<file path="config.mk">
export PLATFORM = sky130hd
export DESIGN_NAME = router_out_drain
export DESIGN_NICKNAME = d
export VERILOG_FILES = /design/src/rtl/router_pkg.sv /design/src/rtl/router_skid_buf.sv /design/src/rtl/router_out_drain.sv
export SDC_FILE = /design/constraint.sdc
export NUM_CORES = 1
export LEC_CHECK = 0
export BUFFER_PORTS_ARGS = -buffer_cell sky130_fd_sc_hd__buf_2
export CAP_MARGIN = 20
export CORE_UTILIZATION = 50
export CTS_CLUSTER_SIZE = 8
export DETAILED_ROUTE_END_ITERATION = 6
export PLACE_DENSITY = 0.83
export SLEW_MARGIN = 20
export SYNTH_ARGS = -nofsm -noshare
export SYNTH_HDL_FRONTEND = slang
export SYNTH_SLANG_ARGS = --single-unit
export TNS_END_PERCENT = 50
</file>
<file path="constraint.sdc">
create_clock -name clock -period 7.1 [get_ports clock]
set_clock_uncertainty 0.2 [all_clocks]
set_input_delay 1.775 -clock clock [delete_from_list [all_inputs] [get_ports clock]]
set_output_delay 1.775 -clock clock [all_outputs]
set_load 0.05 [all_outputs]
</file>
<file path="src/rtl/router_pkg.sv">
// Shared types for the router output-side blocks: beat format, drain FSM states and
// a saturating counter helper.
package router_pkg;

  localparam int ADDR_W = 2;
  localparam int LEN_W  = 6;
  localparam int DATA_W = 8;

  typedef enum logic [1:0] {
    IDLE  = 2'd0,
    PAY   = 2'd1,
    PAR   = 2'd2,
    ABORT = 2'd3
  } drain_state_t;

  // Bit layout {data, sop, eop, err}; data sits in the top byte.
  typedef struct packed {
    logic [DATA_W-1:0] data;
    logic              sop;
    logic              eop;
    logic              err;
  } beat_t;

  localparam int BEAT_W = $bits(beat_t);

  function automatic logic [15:0] sat_inc(input logic [15:0] v);
    return (v == 16'hFFFF) ? v : v + 16'd1;
  endfunction

endpackage

</file>
<file path="src/rtl/router_skid_buf.sv">
// Two-entry registered valid/ready FIFO of beats. Push and pop may happen in the same
// cycle; a push into a full buffer is accepted only when the head leaves that cycle.
module router_skid_buf
  import router_pkg::*;
(
  input  logic              clock,
  input  logic              resetn,
  input  logic              push,
  input  logic [BEAT_W-1:0] push_data,
  output logic              pop_valid,
  input  logic              pop_ready,
  output logic [BEAT_W-1:0] pop_data,
  output logic [1:0]        occ
);

  logic [BEAT_W-1:0] mem_q [2];
  logic              wr_ptr_q;
  logic              rd_ptr_q;
  logic [1:0]        count_q;
  logic              do_push;
  logic              do_pop;

  always_comb begin
    do_pop    = pop_ready && (count_q != 2'd0);
    do_push   = push && ((count_q != 2'd2) || do_pop);
    pop_valid = (count_q != 2'd0);
    pop_data  = mem_q[rd_ptr_q];
    occ       = count_q;
  end

  always_ff @(posedge clock or negedge resetn) begin
    if (!resetn) begin
      mem_q[0] <= '0;
      mem_q[1] <= '0;
      wr_ptr_q <= 1'b0;
      rd_ptr_q <= 1'b0;
      count_q  <= 2'd0;
    end else begin
      if (do_push) begin
        mem_q[wr_ptr_q] <= push_data;
        wr_ptr_q        <= ~wr_ptr_q;
      end
      if (do_pop) begin
        rd_ptr_q <= ~rd_ptr_q;
      end
      case ({do_push, do_pop})
        2'b10:   count_q <= count_q + 2'd1;
        2'b01:   count_q <= count_q - 2'd1;
        default: count_q <= count_q;
      endcase
    end
  end

endmodule

</file>
<file path="src/rtl/router_out_drain.sv">
// Drains one router output port: pops bytes, deframes header/payload/parity, tags beats
// with sop/eop/err and forwards them on a valid/ready stream through a 2-entry buffer.
module router_out_drain
  import router_pkg::*;
#(
  parameter logic [ADDR_W-1:0] PORT_ID   = 2'd0,
  parameter int                STALL_MAX = 20
) (
  input  logic              clock,
  input  logic              resetn,
  input  logic              vld_out,
  input  logic [DATA_W-1:0] data_out,
  output logic              read_en,
  output logic              m_valid,
  input  logic              m_ready,
  output logic [DATA_W-1:0] m_data,
  output logic              m_sop,
  output logic              m_eop,
  output logic              m_err,
  output logic [15:0]       pkt_count,
  output logic [15:0]       err_count,
  output logic [1:0]        dbg_state
);

  // Handshake: a beat transfers when m_valid && m_ready; while m_valid is high and
  // m_ready low the presented beat is held unchanged.

  localparam int                 STALL_W    = 5;
  localparam logic [STALL_W-1:0] STALL_LAST = STALL_W'(STALL_MAX - 1);

  drain_state_t        state_q, state_d;
  logic                rd_pend_q;
  logic [DATA_W-1:0]   par_q;
  logic [LEN_W-1:0]    rem_q;
  logic                addr_bad_q;
  logic [STALL_W-1:0]  stall_q;
  logic [15:0]         pkt_q;
  logic [15:0]         err_q;

  logic                capture;
  logic                in_pkt;
  logic                stall_hit;
  logic                push;
  beat_t               push_beat;
  logic [1:0]          occ;
  logic [BEAT_W-1:0]   head;
  beat_t               head_beat;

  // Read issue is throttled so that every outstanding byte has a guaranteed buffer
  // slot; the abort cycle also blocks reads so nothing lands while in ABORT.
  always_comb begin
    capture   = rd_pend_q;
    in_pkt    = (state_q == PAY) || (state_q == PAR);
    stall_hit = in_pkt && !capture && (stall_q == STALL_LAST);
    read_en   = vld_out && (state_q != ABORT) && !stall_hit &&
                (({1'b0, occ} + {2'b00, rd_pend_q}) < 3'd2);
  end

  always_comb begin
    state_d   = state_q;
    push      = 1'b0;
    push_beat = '{data: data_out, sop: 1'b0, eop: 1'b0, err: 1'b0};
    case (state_q)
      IDLE: begin
        if (capture) begin
          push          = 1'b1;
          push_beat.sop = 1'b1;
          state_d       = (data_out[DATA_W-1:ADDR_W] != '0) ? PAY : PAR;
        end
      end
      PAY: begin
        if (capture) begin
          push    = 1'b1;
          state_d = (rem_q == LEN_W'(1)) ? PAR : PAY;
        end else if (stall_hit) begin
          state_d = ABORT;
        end
      end
      PAR: begin
        if (capture) begin
          push          = 1'b1;
          push_beat.eop = 1'b1;
          push_beat.err = ((par_q ^ data_out) != '0) || addr_bad_q;
          state_d       = IDLE;
        end else if (stall_hit) begin
          state_d = ABORT;
        end
      end
      ABORT: begin
        if (occ != 2'd2) begin
          push      = 1'b1;
          push_beat = '{data: '0, sop: 1'b0, eop: 1'b1, err: 1'b1};
          state_d   = IDLE;
        end
      end
      default: state_d = IDLE;
    endcase
  end

  always_ff @(posedge clock or negedge resetn) begin
    if (!resetn) begin
      state_q    <= IDLE;
      rd_pend_q  <= 1'b0;
      par_q      <= '0;
      rem_q      <= '0;
      addr_bad_q <= 1'b0;
      stall_q    <= '0;
      pkt_q      <= '0;
      err_q      <= '0;
    end else begin
      state_q   <= state_d;
      rd_pend_q <= read_en;
      if (capture && state_q == IDLE) begin
        par_q      <= data_out;
        rem_q      <= data_out[DATA_W-1:ADDR_W];
        addr_bad_q <= (data_out[ADDR_W-1:0] != PORT_ID);
      end else if (capture && state_q == PAY) begin
        par_q <= par_q ^ data_out;
        rem_q <= rem_q - LEN_W'(1);
      end
      stall_q <= (capture || !in_pkt) ? '0 : stall_q + STALL_W'(1);
      // Packets are counted when their closing beat enters the buffer.
      if (push && push_beat.eop) begin
        pkt_q <= sat_inc(pkt_q);
        if (push_beat.err) err_q <= sat_inc(err_q);
      end
    end
  end

  router_skid_buf u_buf (
    .clock     (clock),
    .resetn    (resetn),
    .push      (push),
    .push_data (push_beat),
    .pop_valid (m_valid),
    .pop_ready (m_ready),
    .pop_data  (head),
    .occ       (occ)
  );

  always_comb begin
    head_beat = beat_t'(head);
    m_data    = head_beat.data;
    m_sop     = head_beat.sop;
    m_eop     = head_beat.eop;
    m_err     = head_beat.err;
    pkt_count = pkt_q;
    err_count = err_q;
    dbg_state = state_q;
  end

endmodule
</file>
==> results of run 1 <==
==> critical path, delay by kind of cell, from the launching register on <==
kind | cells | cell delay [ns]
simple gates | 3 | 1.09
flops | 1 | 0.66
buf+inv | 1 | 0.21
==> registers in the layout, indices dropped and copies added (netlist names), 2 cells and up <==
name         count
u_buf.mem_q     22
err_count       16
par_q            8
u_buf.occ        2
rem_q            6
dbg_state        2
pkt_count       16
stall_q          5
==> power by group <==
group / internal (uW) / switching, uW / total, uW
Clock: 166 / 155 / 322
Sequential: 611 / 147 / 758
Combinational: 299 / 618 / 917
==> cell families after synthesis <==
kind of cell	after synthesis	share of synthesized area
AO/OA/AOI/OAI	80	0.119
XOR/XNOR	43	0.0930
adder cells (fa/ha/maj)	11	0.0340
buffers and inverters	28	0.0297
flip-flops	81	0.501
multiplexers	13	0.0362
AND/OR/NAND/NOR	154	0.187
==> final timing paths <==
check	startpoint	cells after the start	endpoint
hold / removal	stall_q[0]	1	stall_q[0]
setup / recovery	capture	4	read_en
setup reg to reg	dbg_state[0]	5	err_count[1]
max in group asynchronous	resetn	1	dbg_state[0]
hold reg to reg	stall_q[0]	1	stall_q[0]
min in group asynchronous	resetn	1	pkt_count[9]
==> routing by layer <==
metal | vias to the layer above | wire, um | GRT usage
li1 | 1540 | - | -
met2 | 108 | 4010 | 0.340
met3 | 11 | 457 | 0.0398
met1 | 1535 | 3650 | 0.267
met4 | 0 | 95 | 0.0833
met5 | - | 0 | 0
==> through the flow <==
stage / instance area, um2 / utilization / instances / power (uW)
after global routing: 4580 / 0.590 / 568 / 2130
after global placement: 4400 / 0.566 / 554 / 1640
after CTS: 4580 / 0.590 / 568 / 2000
after floorplan: 4050 / - / 410 / 1480
final: 4580 / 0.590 / 568 / 2000
after detailed placement: 4400 / 0.566 / 554 / 1680
==> final cells by class <==
cell class	instances	area, um2
clock buffer	10	138
sequential	81	2030
clock inverter	4	45.0
multi-input combinational	301	1900
tap	102	128
inverter	11	41.3
fill	655	3180
timing repair buffer	59	304
==> Yosys cell counts (3+ instances only) <==
library cell	n
dfrtp_1	81
o22ai_1	10
xor2_1	17
nand3_1	15
nor3_1	9
buf_2	5
clkbuf_1	7
xnor2_1	26
and3_1	11
and2_1	3
nor4_1	6
nand2_1	58
o21ai_0	30
ha_1	11
nand4_1	15
o2bb2ai_1	3
inv_1	10
mux2_2	13
a21oi_1	22
nand2b_1	4
nor2_1	20
==> results.yml, run 1 <==
synth:
  ys_ff_latch: 81
  synth_cell_types: 47
  synth_top_area_frac: 0.501
  ys_async_sr_fraction: 1.00
  synth.top_cells.by_area: "dfrtp_1, xnor2_1, nand2_1, o21ai_0, xor2_1"
  synth_edf_count: 0
  synth_top_area_cell: "dfrtp_1"
  netlist_area_um2: 4050
  syn_area_per_cell_um2: 9.88
  synthFlopType: "dfrtp_1"
  ys_warn_count: 0
  syn_nets: 433
  synth_cells: 410
  seq_area_frac_synth: 0.501
critical_path:
  r2r_slack_ns: 4.46
  worstPathMaxFanout: 24
  endpoint_kind: "output port"
  slowest_stage: "dfrtp_1"
  critPathLaunchType: "flop"
  path_cells: "nand2b_1 > or4_1 > and3_1 > buf_2"
  cpPeakStageDelay_ns: 0.66
  worstPathArrival_ns: 2.30
  crit_required_ns: 5.12
  worstSetupPathType: "flop to output port"
placed_design:
  place_ws_ns: 2.87
  place_hpwl_mm: 5.71
  place_congestion: 0.846
  numPortBuffers: 58
global_route:
  antenna_found_initial: 0
  grt_max_degree: 82
  grt_first_pass_wirelength_mm: 14.0
  grt-ovfl-total: 0
  grt_usage: 0.206
  grt_pass1_vias: 3128
clock_tree:
  cts_resized: 0
  cts_root_buf: "clkbuf_8"
  cts_tree: "done"
  clockBufferDepth: 2
  clock_sinks: 81
  h-tree-depth: 3
  numCtsBuffers: 9
  cts_setup_buffers: 0
  clk_latency_ns: 0.34
  cts_hold_buf: 0
  clk_pin_slew_ns: 0.08
layout:
  n_antenna_cell: 0
  layout-drive-gt1-share: 0.197
  area.growth.synth_to_final_pct: 13.2
  final_nets: 486
  layout_common_cells: "dfrtp_1, nand2_1, buf_2"
  mostFrequentLayoutCell: "dfrtp_1"
drt:
  vias: 3194
  routed_wl_mm: 8.22
  drt-initial-drc-count: 161
  vias_per_cell: 5.62
  drc: 0
  wl_per_cell_um: 14.5
  first_pass_iters: 4
  ant_nets: 0
floorplan:
  num_rows: 32
  die_x_um: 92.0
  dieArea_um2: 8460
  pin_count: 59
  core_um2: 7770
  initial_utilization: 0.521
  fp.dieH_um: 92.0
timing:
  slew_headroom: 0.500
  holdWs_ns: 0.265
  rsz0062_at_grt: "false"
  final_hold_viol_count: 0
  finalSetupTns_ns: 0
  worst_pin_slew_ns: 0.751
  setup_viol: 0
  finalCritPeriodShare: 0.602
  setup_ws_ns: 2.82
  fmax_mhz: 234
  period_needed_ns: 4.28
  final_max_slew_viol_count: 0
outcome:
  status: "complete, no violations"
min_path:
  hold_path_class: "flop to flop"
power_and_ir_drop:
  pwr_density_cell_nw_per_um2: 436
  power.leakage_uw: 0.00217
  peakVddDrop_v: 0.000213
job:
  max_cap_violations: 0
No activity file was read; power rests on OpenSTA's default activity.
==> run 2: changes to the inputs <==
Settings changed: ABC_AREA set to 1, PLACE_DENSITY 0.83 to 0.82.
Clock period 7.1 ns to 4.1 ns, I/O delays scaled along.
==> results.yml, run 2 <==
min_path:
  hold_path_class: "flop to flop"
  worstHoldStart: "stall_q[0]"
  whs_endpoint: "stall_q[0]"
  min_path_cells: 1
layout:
  area.growth.synth_to_final_pct: 12.3
  mostFrequentLayoutCell: "nand2_1"
  layout-drive-gt1-share: 0.126
  top_register: "u_buf.mem_q"
  final_nets: 698
  n_antenna_cell: 0
  largest_register_ffs: 22
  layout_common_cells: "nand2_1, dfrtp_1, inv_1"
critical_path:
  crit_required_ns: 2.87
  r2r_slack_ns: 1.51
  rr_endpoint: "u_buf.mem_q[10]"
  reg2reg_depth: 7
  critPathLaunchType: "flop"
  r2r_start: "dbg_state[0]"
  worstSetupPathType: "flop to output port"
  worstPathMaxFanout: 6
  endpoint_kind: "output port"
  worstPathArrival_ns: 2.09
synth:
  synth.top_cells.by_area: "dfrtp_1, nand2_1, inv_1, nor2_1, o21ai_0"
  synth_cell_types: 30
  seq_area_frac_synth: 0.440
  ys_async_sr_fraction: 1.00
  synth_top_area_frac: 0.440
  netlist_area_um2: 4610
  syn_area_per_cell_um2: 7.43
  ys_warn_count: 0
  synth_cells: 620
  synthFlopType: "dfrtp_1"
  synth_top_area_cell: "dfrtp_1"
  yosysMostFrequentCell: "nand2_1"
  synthTopCellsByCount: "nand2_1, dfrtp_1, inv_1"
  syn_nets: 643
  ys_ff_latch: 81
  synth_edf_count: 0
floorplan:
  fp.dieH_um: 98
  die_x_um: 98
  num_rows: 34
  core_um2: 8810
  initial_utilization: 0.523
  dieArea_um2: 9600
  pin_count: 59
placed_design:
  place_congestion: 0.888
  place_hpwl_mm: 7.12
  place_ws_ns: 1.17
  numPortBuffers: 58
drt:
  vias_per_cell: 5.26
  routed_wl_mm: 10.4
  first_pass_iters: 7
  wl_per_cell_um: 13.2
  drc: 4
  ant_nets: 0
  vias: 4145
  drt-initial-drc-count: 227
timing:
  setup_ws_ns: 0.790
  setup_viol: 0
  final_hold_viol_count: 0
  worst_pin_slew_ns: 0.961
  period_needed_ns: 3.31
  finalSetupTns_ns: 0
  slew_headroom: 0.359
  rsz0062_at_grt: "false"
  finalCritPeriodShare: 0.807
  final_max_slew_viol_count: 0
  fmax_mhz: 302
clock_tree:
  cts_hold_buf: 0
  cts_setup_buffers: 0
  clock_sinks: 81
  numCtsBuffers: 9
  h-tree-depth: 3
  clockBufferDepth: 2
  cts_resized: 0
  clk_pin_slew_ns: 0.09
  clk_latency_ns: 0.35
  cts_root_buf: "clkbuf_8"
  cts_tree: "done"
global_route:
  grt-ovfl-total: 0
  grt_first_pass_wirelength_mm: 17.6
  grt_max_degree: 82
  grt_usage: 0.225
  antenna_found_initial: 0
  grt_pass1_vias: 3894
outcome:
  violations: "design-rule violations"
  status: "complete, but fails checks"
job:
  max_cap_violations: 0
power_and_ir_drop:
  combPwrFrac: 0.466
  switching_share: 0.487
  intPower_uw: 1780
  seqPwrFrac: 0.359
  peakVddDrop_v: 0.000382
  pwr_density_cell_nw_per_um2: 669
  netSwitchingPower_uw: 1680
  power.leakage_uw: 0.00265
  power.clock.fraction: 0.175
[run 2: cell count changes after synthesis, sizes merged, moves of 13 or more]
cell / delta
inv: +65
nand2: +150
o21ai: +21
mux2: -13
xnor2: -17
nor2: +43
[run 2: area by class of cell]
type | count | area [um2]
Clock buffer | 9 | 124
Clock inverter | 7 | 78.8
Fill cell | 791 | 3630
Inverter | 76 | 288
Multi-Input combinational cell | 447 | 2210
Sequential cell | 81 | 2030
Tap cell | 108 | 135
Timing Repair Buffer | 60 | 312
[run 2: worst max path at each step]
stage | startpoint | endpoint | cells past startpoint
floorplan | dbg_state[0] | read_en | 7
global placement | vld_out | read_en | 4
detailed placement | dbg_state[0] | read_en | 8
CTS | dbg_state[0] | read_en | 8
global route | dbg_state[0] | read_en | 8
finish | dbg_state[0] | read_en | 8
[run 2: per-layer routing]
metal | track usage | up-vias | share of wire
met4 | 0.0723 | 0 | 0.0072
met1 | 0.289 | 1939 | 0.45
li1 | - | 2084 | -
met5 | 0 | - | 0
met2 | 0.384 | 114 | 0.49
met3 | 0.0401 | 8 | 0.052
[run 2: cell families after synthesis]
logic type / after synthesis / share of synthesized area
xor+xnor: 28 / 0.0532
simple gates: 329 / 0.297
flops: 81 / 0.440
compound gates: 79 / 0.0994
buf+inv: 92 / 0.0804
fa+ha+maj: 11 / 0.0299
[run 2: through the flow]
step	cell area (um2)	utilization	total power (uW)	hold slack (ns)	cells
3_5_place_dp	4970	0.564	2850	0.257	772
5_1_grt	5170	0.588	3710	0.279	788
3_3_place_gp	4970	0.564	2790	0.246	772
6_report	5170	0.588	3460	0.266	788
2_1_floorplan	4610	-	2500	0.230	620
4_1_cts	5170	0.587	3470	0.269	788
[run 2: power groups by stage]
| stage | registers (uW) | logic [uW] | clock network (uW) |
|---|---|---|---|
| floorplan | 1340 | 1160 | 0 |
| global placement | 1240 | 1550 | 0 |
| detailed placement | 1250 | 1600 | 0 |
| CTS | 1240 | 1610 | 616 |
| global route | 1280 | 1780 | 651 |
| finish | 1240 | 1610 | 604 |
[run 2: worst max-delay path, stage by stage, from the launching register on]
cell and delay [ns]:
dfrtp_1 0.44, inv_1 0.11, ha_1 0.30, inv_1 0.06, nor2_1 0.07, nand4_1 0.15
nand3_1 0.09, a211oi_1 0.22, buf_2 0.31
==> run 3: changes to the inputs <==
Settings changed: PLACE_DENSITY 0.82 to 0.85.
Clock period 4.1 ns to 2.9 ns, I/O delays scaled along.
==> results.yml, run 3 (same netlist as run 2, synthesis figures left out) <==
drt:
  routed.top_layer: "met4"
  vias: 4223
  drt-initial-drc-count: 276
  first_pass_iters: 7
  routed_wl_mm: 10.5
  drc: 5
  ant_nets: 0
  dr_wl_met3_um: 528
  met2_length_mm: 5.07
  m1WireLength_mm: 4.71
  wl_per_cell_um: 13.1
  vias_per_cell: 5.29
global_route:
  antenna_found_initial: 0
  grt_usage: 0.228
  grt_pass1_vias: 3895
  grt_max_degree: 48
  grt_first_pass_wirelength_mm: 17.7
  grt-ovfl-total: 0
layout:
  final_nets: 708
  regArea_um2: 2030
  fillers: 766
  mostFrequentLayoutCell: "nand2_1"
  area.growth.synth_to_final_pct: 14.7
  multi_input_area_um2: 2240
  largest_register_ffs: 22
  top_register: "u_buf.mem_q"
  layout-drive-gt1-share: 0.149
  fin_cells: 798
  n_antenna_cell: 0
  layout_common_cells: "nand2_1, dfrtp_1, inv_1"
min_path:
  hold_path_class: "input port to async pin"
clock_tree:
  clk_latency_ns: 0.37
  cts_root_buf: "clkbuf_8"
  clk_pin_slew_ns: 0.10
  cts_hold_buf: 0
  numCtsBuffers: 9
  clockBufferDepth: 2
  h-tree-depth: 3
  cts_tree: "done"
  clock_sinks: 81
critical_path:
  worstPathArrival_ns: 1.94
  critPathLaunchType: "flop"
  r2r_slack_ns: 0.47
  rr_endpoint: "err_count[3]"
  worstPathMaxFanout: 4
  crit_required_ns: 1.98
  startpoint: "dbg_state[0]"
  r2r_start: "dbg_state[0]"
  worstSetupPathType: "flop to output port"
  endpoint_kind: "output port"
  reg2reg_depth: 7
floorplan:
  core_um2: 8810
  pin_count: 59
  initial_utilization: 0.523
  dieArea_um2: 9600
  num_rows: 34
  die_x_um: 98
  fp.dieH_um: 98
timing:
  finalCritPeriodShare: 0.987
  setup_viol: 0
  fmax_mhz: 349
  period_needed_ns: 2.86
  worst_pin_slew_ns: 0.603
  slew_headroom: 0.598
  final_max_slew_viol_count: 0
  final_hold_viol_count: 0
  setup_ws_ns: 0.0369
placed_design:
  numPortBuffers: 58
  place_ws_ns: 0.264
  place_hpwl_mm: 7.47
  place_congestion: 0.888
  place_inst: 776
power_and_ir_drop:
  fin_total_pwr_uw: 5000
  peakVddDrop_v: 0.000612
  pwr_density_cell_nw_per_um2: 946
  power.leakage_uw: 0.00271
job:
  max_cap_violations: 0
outcome:
  violations: "design-rule violations"
  status: "complete, but fails checks"
-- run 3: how the worst max path moves through the flow --
stage,to,slack [ns]
3_5_place_dp,read_en,0.26
5_1_grt,read_en,-0.02
6_report,read_en,0.04
4_1_cts,read_en,0.05
2_1_floorplan,read_en,0.02
3_3_place_gp,read_en,0.36
-- run 3: where the power goes --
group	total (uW)	switching, uW	internal (uW)
registers	1760	286	1470
logic	2410	1690	718
clock network	831	491	340
-- run 3: final cells by class --
cell class / count / area share
Tap cell: 108 / 0.0256
Clock inverter: 7 / 0.0130
Sequential cell: 81 / 0.383
Clock buffer: 9 / 0.0234
Inverter: 76 / 0.0544
Multi-Input combinational cell: 447 / 0.424
Timing Repair Buffer: 70 / 0.0760
-- run 3: worst max-delay path, stage by stage, from the launching register on --
cell,delay [ns]
dfrtp_1,0.41
inv_2,0.10
ha_4,0.20
inv_1,0.06
nor2_2,0.05
nand4_1,0.17
nand3_2,0.11
a211oi_4,0.27
buf_6,0.20
-- run 3: repair_timing --
action                                  4_1_cts  5_1_grt
buffers inserted                              2        4
pin swaps                                     0        3
resized for setup                             2        6
endpoints found under the setup margin        1        1
gates cloned                                  0        0
-- run 3: metal layers --
metal,GRT usage,vias to the layer above
met5,0,-
met4,0.0909,0
met3,0.0344,16
met2,0.376,129
met1,0.302,1980
li1,-,2098
-- run 3: stage by stage --
step,hold WS (ns),utilization,setup TNS [ns],cell area [um2]
4_1_cts,0.114,0.595,0,5240
3_3_place_gp,0.243,0.570,0,5020
2_1_floorplan,0.229,-,0,4620
6_report,0.0977,0.600,0,5290
3_5_place_dp,0.251,0.570,0,5020
5_1_grt,0.142,0.600,-0.0170,5290
